## src/rtl/edu_hamming_pkg.sv

```systemverilog
`default_nettype none
// ============================================================================
// Module   : edu_hamming_pkg
// Brief    : Shared Hamming(7,4) types, bit map and encode function.
// Revision : 1.0  initial release
// ============================================================================
package edu_hamming_pkg;

   typedef logic [3:0] nibble_t;
   typedef logic [6:0] codeword_t;

   localparam int P1_BIT    = 0;
   localparam int P2_BIT    = 1;
   localparam int P4_BIT    = 3;
   localparam int D_BITS[4] = '{2, 4, 5, 6};

   // Also used by the receive-side corrector so both ends agree on the bit map.
   function automatic codeword_t hamming_enc(input nibble_t d);
      codeword_t c;
      c            = '0;
      c[D_BITS[0]] = d[0];
      c[D_BITS[1]] = d[1];
      c[D_BITS[2]] = d[2];
      c[D_BITS[3]] = d[3];
      c[P1_BIT]    = d[0] ^ d[1] ^ d[3];
      c[P2_BIT]    = d[0] ^ d[2] ^ d[3];
      c[P4_BIT]    = d[1] ^ d[2] ^ d[3];
      return c;
   endfunction

endpackage
`default_nettype wire

```

## src/rtl/edu_hamming_fifo.sv

```systemverilog
`default_nettype none
// ============================================================================
// Module   : edu_hamming_fifo
// Brief    : Small ready/valid buffer; readiness depends on registered state only.
// Revision : 1.0  initial release
// ============================================================================
module edu_hamming_fifo #(
   parameter int W     = 8,
   parameter int DEPTH = 2
) (
   input  logic         clk,
   input  logic         rst_n,
   input  logic [W-1:0] i_wr_data,
   input  logic         i_wr_valid,
   output logic         o_wr_ready,
   output logic [W-1:0] o_rd_data,
   output logic         o_rd_valid,
   input  logic         i_rd_ready
);

   localparam int PTR_W = (DEPTH > 1) ? $clog2(DEPTH) : 1;
   localparam int CNT_W = $clog2(DEPTH + 1);
   localparam logic [PTR_W-1:0] c_PTR_LAST = PTR_W'(DEPTH - 1);
   localparam logic [CNT_W-1:0] c_FULL     = CNT_W'(DEPTH);

   logic [W-1:0]     r_mem[DEPTH];
   logic [PTR_W-1:0] r_wr_ptr;
   logic [PTR_W-1:0] r_rd_ptr;
   logic [CNT_W-1:0] r_count;
   logic             r_init;
   logic             w_wr;
   logic             w_rd;

   // r_init keeps the input side closed until the first edge after reset release.
   assign o_wr_ready = r_init & (r_count < c_FULL);
   assign o_rd_valid = (r_count != '0);
   assign o_rd_data  = r_mem[r_rd_ptr];
   assign w_wr       = i_wr_valid & o_wr_ready;
   assign w_rd       = o_rd_valid & i_rd_ready;

   always_ff @(posedge clk or negedge rst_n) begin
      if (!rst_n) begin
         for (int i = 0; i < DEPTH; i++) begin
            r_mem[i] <= '0;
         end
         r_wr_ptr <= '0;
         r_rd_ptr <= '0;
         r_count  <= '0;
         r_init   <= 1'b0;
      end else begin
         r_init <= 1'b1;
         if (w_wr) begin
            r_mem[r_wr_ptr] <= i_wr_data;
            r_wr_ptr        <= (r_wr_ptr == c_PTR_LAST) ? '0 : r_wr_ptr + 1'b1;
         end
         if (w_rd) begin
            r_rd_ptr <= (r_rd_ptr == c_PTR_LAST) ? '0 : r_rd_ptr + 1'b1;
         end
         if (w_wr && !w_rd) begin
            r_count <= r_count + 1'b1;
         end else if (!w_wr && w_rd) begin
            r_count <= r_count - 1'b1;
         end
      end
   end

endmodule
`default_nettype wire

```

## src/rtl/edu_hamming_encoder.sv

```systemverilog
`default_nettype none
// ============================================================================
// Module   : edu_hamming_encoder
// Brief    : Buffered Hamming(7,4) encoder with periodic single-bit error injection.
// Revision : 1.0  initial release
// ============================================================================
module edu_hamming_encoder
   import edu_hamming_pkg::*;
#(
   parameter int DEPTH      = 2,
   parameter int ERR_PERIOD = 8,
   parameter int CNT_W      = 16
) (
   input  logic             clk,
   input  logic             rst_n,
   input  logic [3:0]       in_data,
   input  logic             in_valid,
   output logic             in_ready,
   output logic [6:0]       out_data,
   output logic             out_valid,
   input  logic             out_ready,
   output logic             out_err,
   input  logic             err_inj_en,
   output logic [CNT_W-1:0] cw_count
);

   localparam int INJ_W = (ERR_PERIOD > 1) ? $clog2(ERR_PERIOD) : 1;
   localparam logic [INJ_W-1:0] c_INJ_LAST = INJ_W'(ERR_PERIOD - 1);
   localparam logic [2:0]       c_POS_LAST = 3'd6;

   logic [INJ_W-1:0] r_inj_cnt;
   logic [2:0]       r_err_pos;
   logic [CNT_W-1:0] r_cw_count;
   logic             w_accept;
   logic             w_pop;
   logic             w_inject;
   codeword_t        w_cw_clean;
   codeword_t        w_cw;
   logic [7:0]       w_wr_entry;
   logic [7:0]       w_rd_entry;

   assign w_accept   = in_valid & in_ready;
   assign w_pop      = out_valid & out_ready;
   assign w_inject   = err_inj_en & (r_inj_cnt == c_INJ_LAST);
   assign w_cw_clean = hamming_enc(in_data);
   assign w_cw       = w_inject ? (w_cw_clean ^ (codeword_t'(1) << r_err_pos)) : w_cw_clean;
   assign w_wr_entry = {w_inject, w_cw};

   edu_hamming_fifo #(
      .W     (8),
      .DEPTH (DEPTH)
   ) u_fifo (
      .clk        (clk),
      .rst_n      (rst_n),
      .i_wr_data  (w_wr_entry),
      .i_wr_valid (in_valid),
      .o_wr_ready (in_ready),
      .o_rd_data  (w_rd_entry),
      .o_rd_valid (out_valid),
      .i_rd_ready (out_ready)
   );

   assign out_data = w_rd_entry[6:0];
   assign out_err  = w_rd_entry[7];
   assign cw_count = r_cw_count;

   // Injection state only moves on accepts taken while injection is enabled.
   always_ff @(posedge clk or negedge rst_n) begin
      if (!rst_n) begin
         r_inj_cnt  <= '0;
         r_err_pos  <= '0;
         r_cw_count <= '0;
      end else begin
         if (w_accept && err_inj_en) begin
            if (w_inject) begin
               r_inj_cnt <= '0;
               r_err_pos <= (r_err_pos == c_POS_LAST) ? 3'd0 : r_err_pos + 3'd1;
            end else begin
               r_inj_cnt <= r_inj_cnt + 1'b1;
            end
         end
         if (w_pop) begin
            r_cw_count <= r_cw_count + 1'b1;
         end
      end
   end

endmodule
`default_nettype wire
```

## config.mk

```make
export PLATFORM = sky130hd
export DESIGN_NAME = edu_hamming_encoder
export DESIGN_NICKNAME = d
export VERILOG_FILES = /design/src/rtl/edu_hamming_pkg.sv /design/src/rtl/edu_hamming_fifo.sv /design/src/rtl/edu_hamming_encoder.sv
export SDC_FILE = /design/constraint.sdc
export NUM_CORES = 1
export LEC_CHECK = 0
export BUFFER_PORTS_ARGS = -buffer_cell sky130_fd_sc_hd__buf_2
export CORE_ASPECT_RATIO = 0.5
export CORE_UTILIZATION = 30
export CTS_CLUSTER_SIZE = 40
export DETAILED_ROUTE_END_ITERATION = 10
export PLACE_DENSITY_LB_ADDON = 0.05
export SLEW_MARGIN = 20
export SYNTH_ARGS = -nofsm -noshare
export SYNTH_HDL_FRONTEND = slang
export SYNTH_SLANG_ARGS = --single-unit
```

## constraint.sdc

```tcl
create_clock -name clk -period 1.9 [get_ports clk]
set_input_delay 0.38 -clock clk [delete_from_list [all_inputs] [get_ports clk]]
set_output_delay 0.38 -clock clk [all_outputs]
set_load 0.03 [all_outputs]
```

# [Word-level counts from Yosys, hierarchy flattened]
# Index checks and enable logic that the tools add are counted.
[totals] regBits=43 inputBits=9 output_inout_bits=26 elab_cells=58
[op_classes] n_addsub=7 order_cmp=4 eq_ne=2 shifts=1 muxes=13 n_bitwise=13 reduce_logical=9
[op_table] operator="$mux 8" n=4
[op_table] operator="$add 16x1->16 const B" n=1
[op_table] operator="$bwmux 16" n=1
[op_table] operator="$demux 8 s1" n=1
[op_table] operator="$mux 7" n=1
[op_table] operator="$shl 1x3->7 const A" n=1
[op_table] operator="$xor 7x7->7" n=1
[op_table] operator="$add 3x1->3 const B" n=2
[op_table] operator="$eq 3x3->1 const B" n=2
[op_table] operator="$mux 3" n=2
[op_table] operator="$xor 1x1->1" n=6
[op_table] operator="$and 1x1->1" n=4
[op_table] operator="$ge 2x2->1 const B" n=2
[op_table] operator="$logic_and 1x1->1" n=4
[op_table] operator="$mux 2" n=2
[op_table] operator="$not 1->2" n=2
[op_table] operator="$reduce_bool 2->1" n=2
[op_table] operator="$add 1x1->1 const B" n=2
[op_table] operator="$add 2x1->2 const B" n=1
[op_table] operator="$logic_not 1->1" n=2
[op_table] operator="$lt 2x1->1 const B" n=1
[op_table] operator="$lt 2x2->1 const B" n=1
[op_table] operator="$mux 1" n=2
[op_table] operator="$reduce_and 2->1" n=1
[op_table] operator="$sub 2x1->2 const B" n=1

# [Logic depth before layout (Yosys ltp)]
[depth] depth_word=7 depth_mapped=7 ltp_nobuf=7

# [Hierarchy]
# A second synthesis with hierarchy kept.
[hier_totals] cells_unflattened=169 hier_area_um2=2130.8
[modules_own_cells] module="edu_hamming_encoder" n_inst=1 cells_per_inst=108 area_each_um2=1161.1 seq_area_each_um2=550.5
[modules_own_cells] module="edu_hamming_fifo" n_inst=1 cells_per_inst=61 area_each_um2=969.7 seq_area_each_um2=525.5

# [Worst setup path after synthesis]
# No wires, ideal clock.
[synth_path] kind="reg-to-reg" from="register u_fifo.r_count[1]" to="register u_fifo.r_count[1]" setup_ns=0.125 arrival_ns=1.553 required_time_ns=1.775 path_slack_ns=0.222 stages_incl_launch_ff=8 n_path_buf=0 period_less_slack_ns=1.678 cell_sequence="dfrtp_1 > or2_2 > and2_4 > inv_4 > ha_1 > xor2_1 > nor2_1 > xor2_1"
[synth_via] elab_cells_between_ends=14 cone_classes="add/sub (2); order compare (1); mux (2); bitwise (3); reduce/logical (6)"
[synth_lines] element="start: declaration" line="edu_hamming_fifo.sv:29" rtl="logic [CNT_W-1:0] r_count;"
[synth_lines] element="start signal: assignment" line="edu_hamming_fifo.sv:60" rtl="r_count <= r_count + 1'b1;"
[synth_lines] element="start signal: assignment" line="edu_hamming_fifo.sv:62" rtl="r_count <= r_count - 1'b1;"
[synth_lines] element="$reduce_bool 2->1 (*)" line="edu_hamming_fifo.sv:36" rtl="assign o_rd_valid = (r_count != '0);"
[synth_lines] element="net out_valid" line="edu_hamming_encoder.sv:20" rtl="output logic out_valid,"
[synth_lines] element="$and 1x1->1 (*)" line="edu_hamming_fifo.sv:39" rtl="assign w_rd = o_rd_valid & i_rd_ready;"
[synth_lines] element="$logic_not 1->1" line="edu_hamming_fifo.sv:59" rtl="if (w_wr && !w_rd) begin"
[synth_lines] element="$logic_and 1x1->1" line="edu_hamming_fifo.sv:59"
[synth_lines] element="$mux 2 or $reduce_bool 2->1 (tied branches)"
# The timed path passes the listed nets; every way through them passes the cells marked *. The select of a mux whose other input is x is not followed.
# A chain may end at the register's enable or synchronous reset.

# [Worst setup path in the final report]
[layout_path] from="register u_fifo.r_rd_ptr" to="output port out_err"
[layout_via] elab_chain_cells=4
[layout_lines] element="start: declaration" line="edu_hamming_fifo.sv:28" rtl="logic [PTR_W-1:0] r_rd_ptr;"
[layout_lines] element="start signal: assignment" line="edu_hamming_fifo.sv:57" rtl="r_rd_ptr <= (r_rd_ptr == c_PTR_LAST) ? '0 : r_rd_ptr + 1'b1;"
[layout_lines] element="$not 1->2 (not written as such)" line="edu_hamming_fifo.sv:37" rtl="assign o_rd_data = r_mem[r_rd_ptr];"
[layout_lines] element="$mux 8 (not written as such) (3 in a row)" line="edu_hamming_fifo.sv:37"
[layout_lines] element="end: declaration" line="edu_hamming_encoder.sv:22" rtl="output logic out_err,"
# Every way passes these cells. The select of a mux whose other input is x is not followed.

==> flow_metrics.py <==
metrics = {
    "status": {
        "status": "complete, no violations",
    },
    "clock_tree": {
        "hold_buffers": 0,
        "post_cts_buffers": 0,
        "numCtsBuffers": 5,
        "cts_resized": 0,
        "h-tree-depth": 2,
        "cts.path.max_buffers": 2,
        "cts_sinks": 43,
        "cts-root-buf": "clkbuf_16",
        "clk_latency_ns": 0.28,
        "cts_tree": "built",
        "clkSlewWorstSetupHoldPaths_ns": 0.06,
    },
    "routing": {
        "drc": 0,
        "antenna_left": 0,
        "routed_wl_um": 4170,
        "wl_per_cell_um": 12.9,
        "firstDrtPassIters": 4,
        "via_per_inst": 4.50,
        "vias": 1459,
        "drtIter0Drc": 57,
    },
    "global_routing": {
        "antenna_found_initial": 0,
        "grt_pass1_vias": 1406,
        "grt_pass1_wl_um": 6950,
        "track_usage_pct": 13.0,
        "grt_overflow": 0,
        "grt_start_max_net_pins": 25,
    },
    "timing": {
        "post-route-period-util_pct": 88.5,
        "setup_viol": 0,
        "whs_ns": 0.0652,
        "fmax_mhz": 595,
        "hold_violations": 0,
        "min_period_ns": 1.68,
        "finalClockSkew_ns": 0.00596,
        "drv_slew": 0,
        "relSlewSlack_pct": 65.5,
        "worst_pin_slew_ns": 0.517,
        "rsz0062_at_grt": "no",
        "finalSetupTns_ns": 0,
    },
    "synth": {
        "yosysWarnings": 0,
        "yosys-top-cells-count": "dfrtp_1 (43), nand2_1 (23), xnor2_1 (20), nor2_1 (16), o21ai_0 (13)",
        "ys.flop_type": "dfrtp_1",
        "async_flop_share_pct": 100,
        "post-synth-top-area-cell": "dfrtp_1",
        "synth-seq-cells": 43,
        "syn_nets": 210,
        "seq_area_frac_synth_pct": 52.3,
        "synth_edf_count": 0,
        "synth.distinct_cells": 29,
        "yosys-top-cells-area": "dfrtp_1 (52%), xnor2_1 (8.5%), xor2_1 (5.1%)",
        "synth_top_area_share_pct": 52.3,
        "syn-cell-area_mm2": 0.00206,
        "postSynthAreaPerCell_um2": 10.5,
        "synth.most_common_cell": "dfrtp_1",
        "synthCells": 196,
    },
    "setup_path": {
        "start_kind": "register",
        "crit_path_max_fanout": 4,
        "crit_type": "reg -> out",
        "cp.required_ns": 1.52,
        "critPathArrivalTime_ns": 1.30,
        "end_kind": "primary output",
    },
    "power_and_ir_drop": {
        "peakVddDrop_uv": 426,
        "finalPower_w": 0.00373,
        "p_per_area_mw_per_mm2": 1480,
        "p_leak_nw": 1.20,
    },
    "layout": {
        "final_nets": 249,
        "postLayoutCoreUtil_pct": 39.7,
        "areaGrowthSynthToFinish_pct": 22.2,
        "antenna_cells": 0,
        "drive_above_1_share_pct": 25.0,
    },
    "hold_path": {
        "hp-class": "in -> async",
    },
    "placed_design": {
        "dp_hpwl_um": 3080,
        "io_buffers": 34,
        "gp_congestion": 0.681,
    },
    "floorplan": {
        "fp.dieW_um": 119,
        "initial_core_util_pct": 32.5,
        "dieHeight_um": 60.6,
        "num_rows": 20,
        "core_mm2": 0.00633,
        "top_level_ports": 35,
        "die-area_mm2": 0.00722,
    },
    "run": {
        "maxCapViolations": 0,
    },
}
where the power goes:
part	total [W]	internal [W]	switching, W
combinational	0.00139	0.000547	0.000841
sequential	0.00144	0.00121	0.000235
clock	0.000902	0.000560	0.000342
worst paths after layout:
path                       slack (ns)                 to  cells after the start            start
setup / recovery                 0.22            out_err                      3  u_fifo.r_rd_ptr
hold / removal                   0.07  u_fifo.r_count[1]                      1            rst_n
setup reg to reg                 0.22    u_fifo.r_mem[1]                      6     r_inj_cnt[0]
hold reg to reg                  0.47       cw_count[15]                      1     cw_count[15]
max in group asynchronous        1.32   u_fifo.r_mem[15]                      2            rst_n
min in group clk                 0.45       r_err_pos[1]                      3       err_inj_en
registers in the layout (all words and copies together) (netlist names):
signal / cells
cw_count: 16
r_err_pos: 3
r_inj_cnt: 3
u_fifo.r_count: 2
u_fifo.r_init: 1
u_fifo.r_mem: 16
u_fifo.r_rd_ptr: 1
u_fifo.r_wr_ptr: 1
worst max-delay path, stage by stage (launching register included):
cell	delay, ns
dfrtp_1	0.34
buf_4	0.14
mux2_2	0.35
buf_2	0.18
logic make-up (layout without fill, tap and decap cells):
kind of cell,after synthesis,after routing,synth area share [%]
AND/OR/NAND/NOR,71,71,17.3
flip-flops,43,43,52.3
XOR/XNOR,32,32,13.6
AO/OA/AOI/OAI,25,25,6.63
buffers and inverters,10,50,2.07
multiplexers,9,9,4.92
adder cells (fa/ha/maj),5,5,3.04
other,1,1,0.182
layer usage:
metal  share of wire (%)  vias to the layer above  track usage, %  wire, µm
met4                 1.4                        0            5.42        57
met5                   0                        -               0         0
li1                    -                      739               -         -
met2                  42                       24            19.5      1740
met1                  52                      688            17.3      2170
met3                 4.8                        8            4.70       200
placed cells by master (no fill, tap or decap):
| cell | count |
|---|---|
| xnor2_1 | 20 |
| inv_1 | 2 |
| nor2b_1 | 2 |
| dfrtp_1 | 43 |
| conb_1 | 1 |
| ha_1 | 5 |
| and2_4 | 1 |
| nand3_1 | 6 |
| o21ai_0 | 13 |
| and3_1 | 3 |
| inv_4 | 1 |
| xor2_1 | 12 |
| nand4_1 | 6 |
| and2_1 | 1 |
| a21oi_1 | 8 |
| clkbuf_16 | 5 |
| nor2_1 | 16 |
| buf_12 | 1 |
| nand2b_1 | 4 |
| nand2_1 | 23 |
| mux2_2 | 9 |
| buf_2 | 34 |
| nor3_1 | 3 |
| nor3_4 | 1 |
| and4_1 | 2 |
| buf_4 | 4 |
| clkbuf_8 | 2 |
| o31ai_1 | 2 |
| nand3b_1 | 2 |
| o2111ai_1 | 1 |
| or2_2 | 1 |
| clkbuf_1 | 1 |
| a21o_1 | 1 |
stage by stage:
| step | area, µm² | cells | setup slack, ns |
|---|---|---|---|
| after floorplan | 2060 | 196 | 0.222 |
| after global placement | 2360 | 316 | 0.264 |
| after detailed placement | 2360 | 316 | 0.249 |
| after CTS | 2520 | 324 | 0.216 |
| after global routing | 2520 | 324 | 0.0282 |
| final | 2520 | 324 | 0.219 |
final cells by class:
class                      count  area [µm²]
clock buffer                   8         156
tap                           88         110
inverter                       3        13.8
sequential                    43        1080
multi-input combinational    143         940
timing repair buffer          39         220
fill                         631        3810
(Power assumes the default switching activity.)
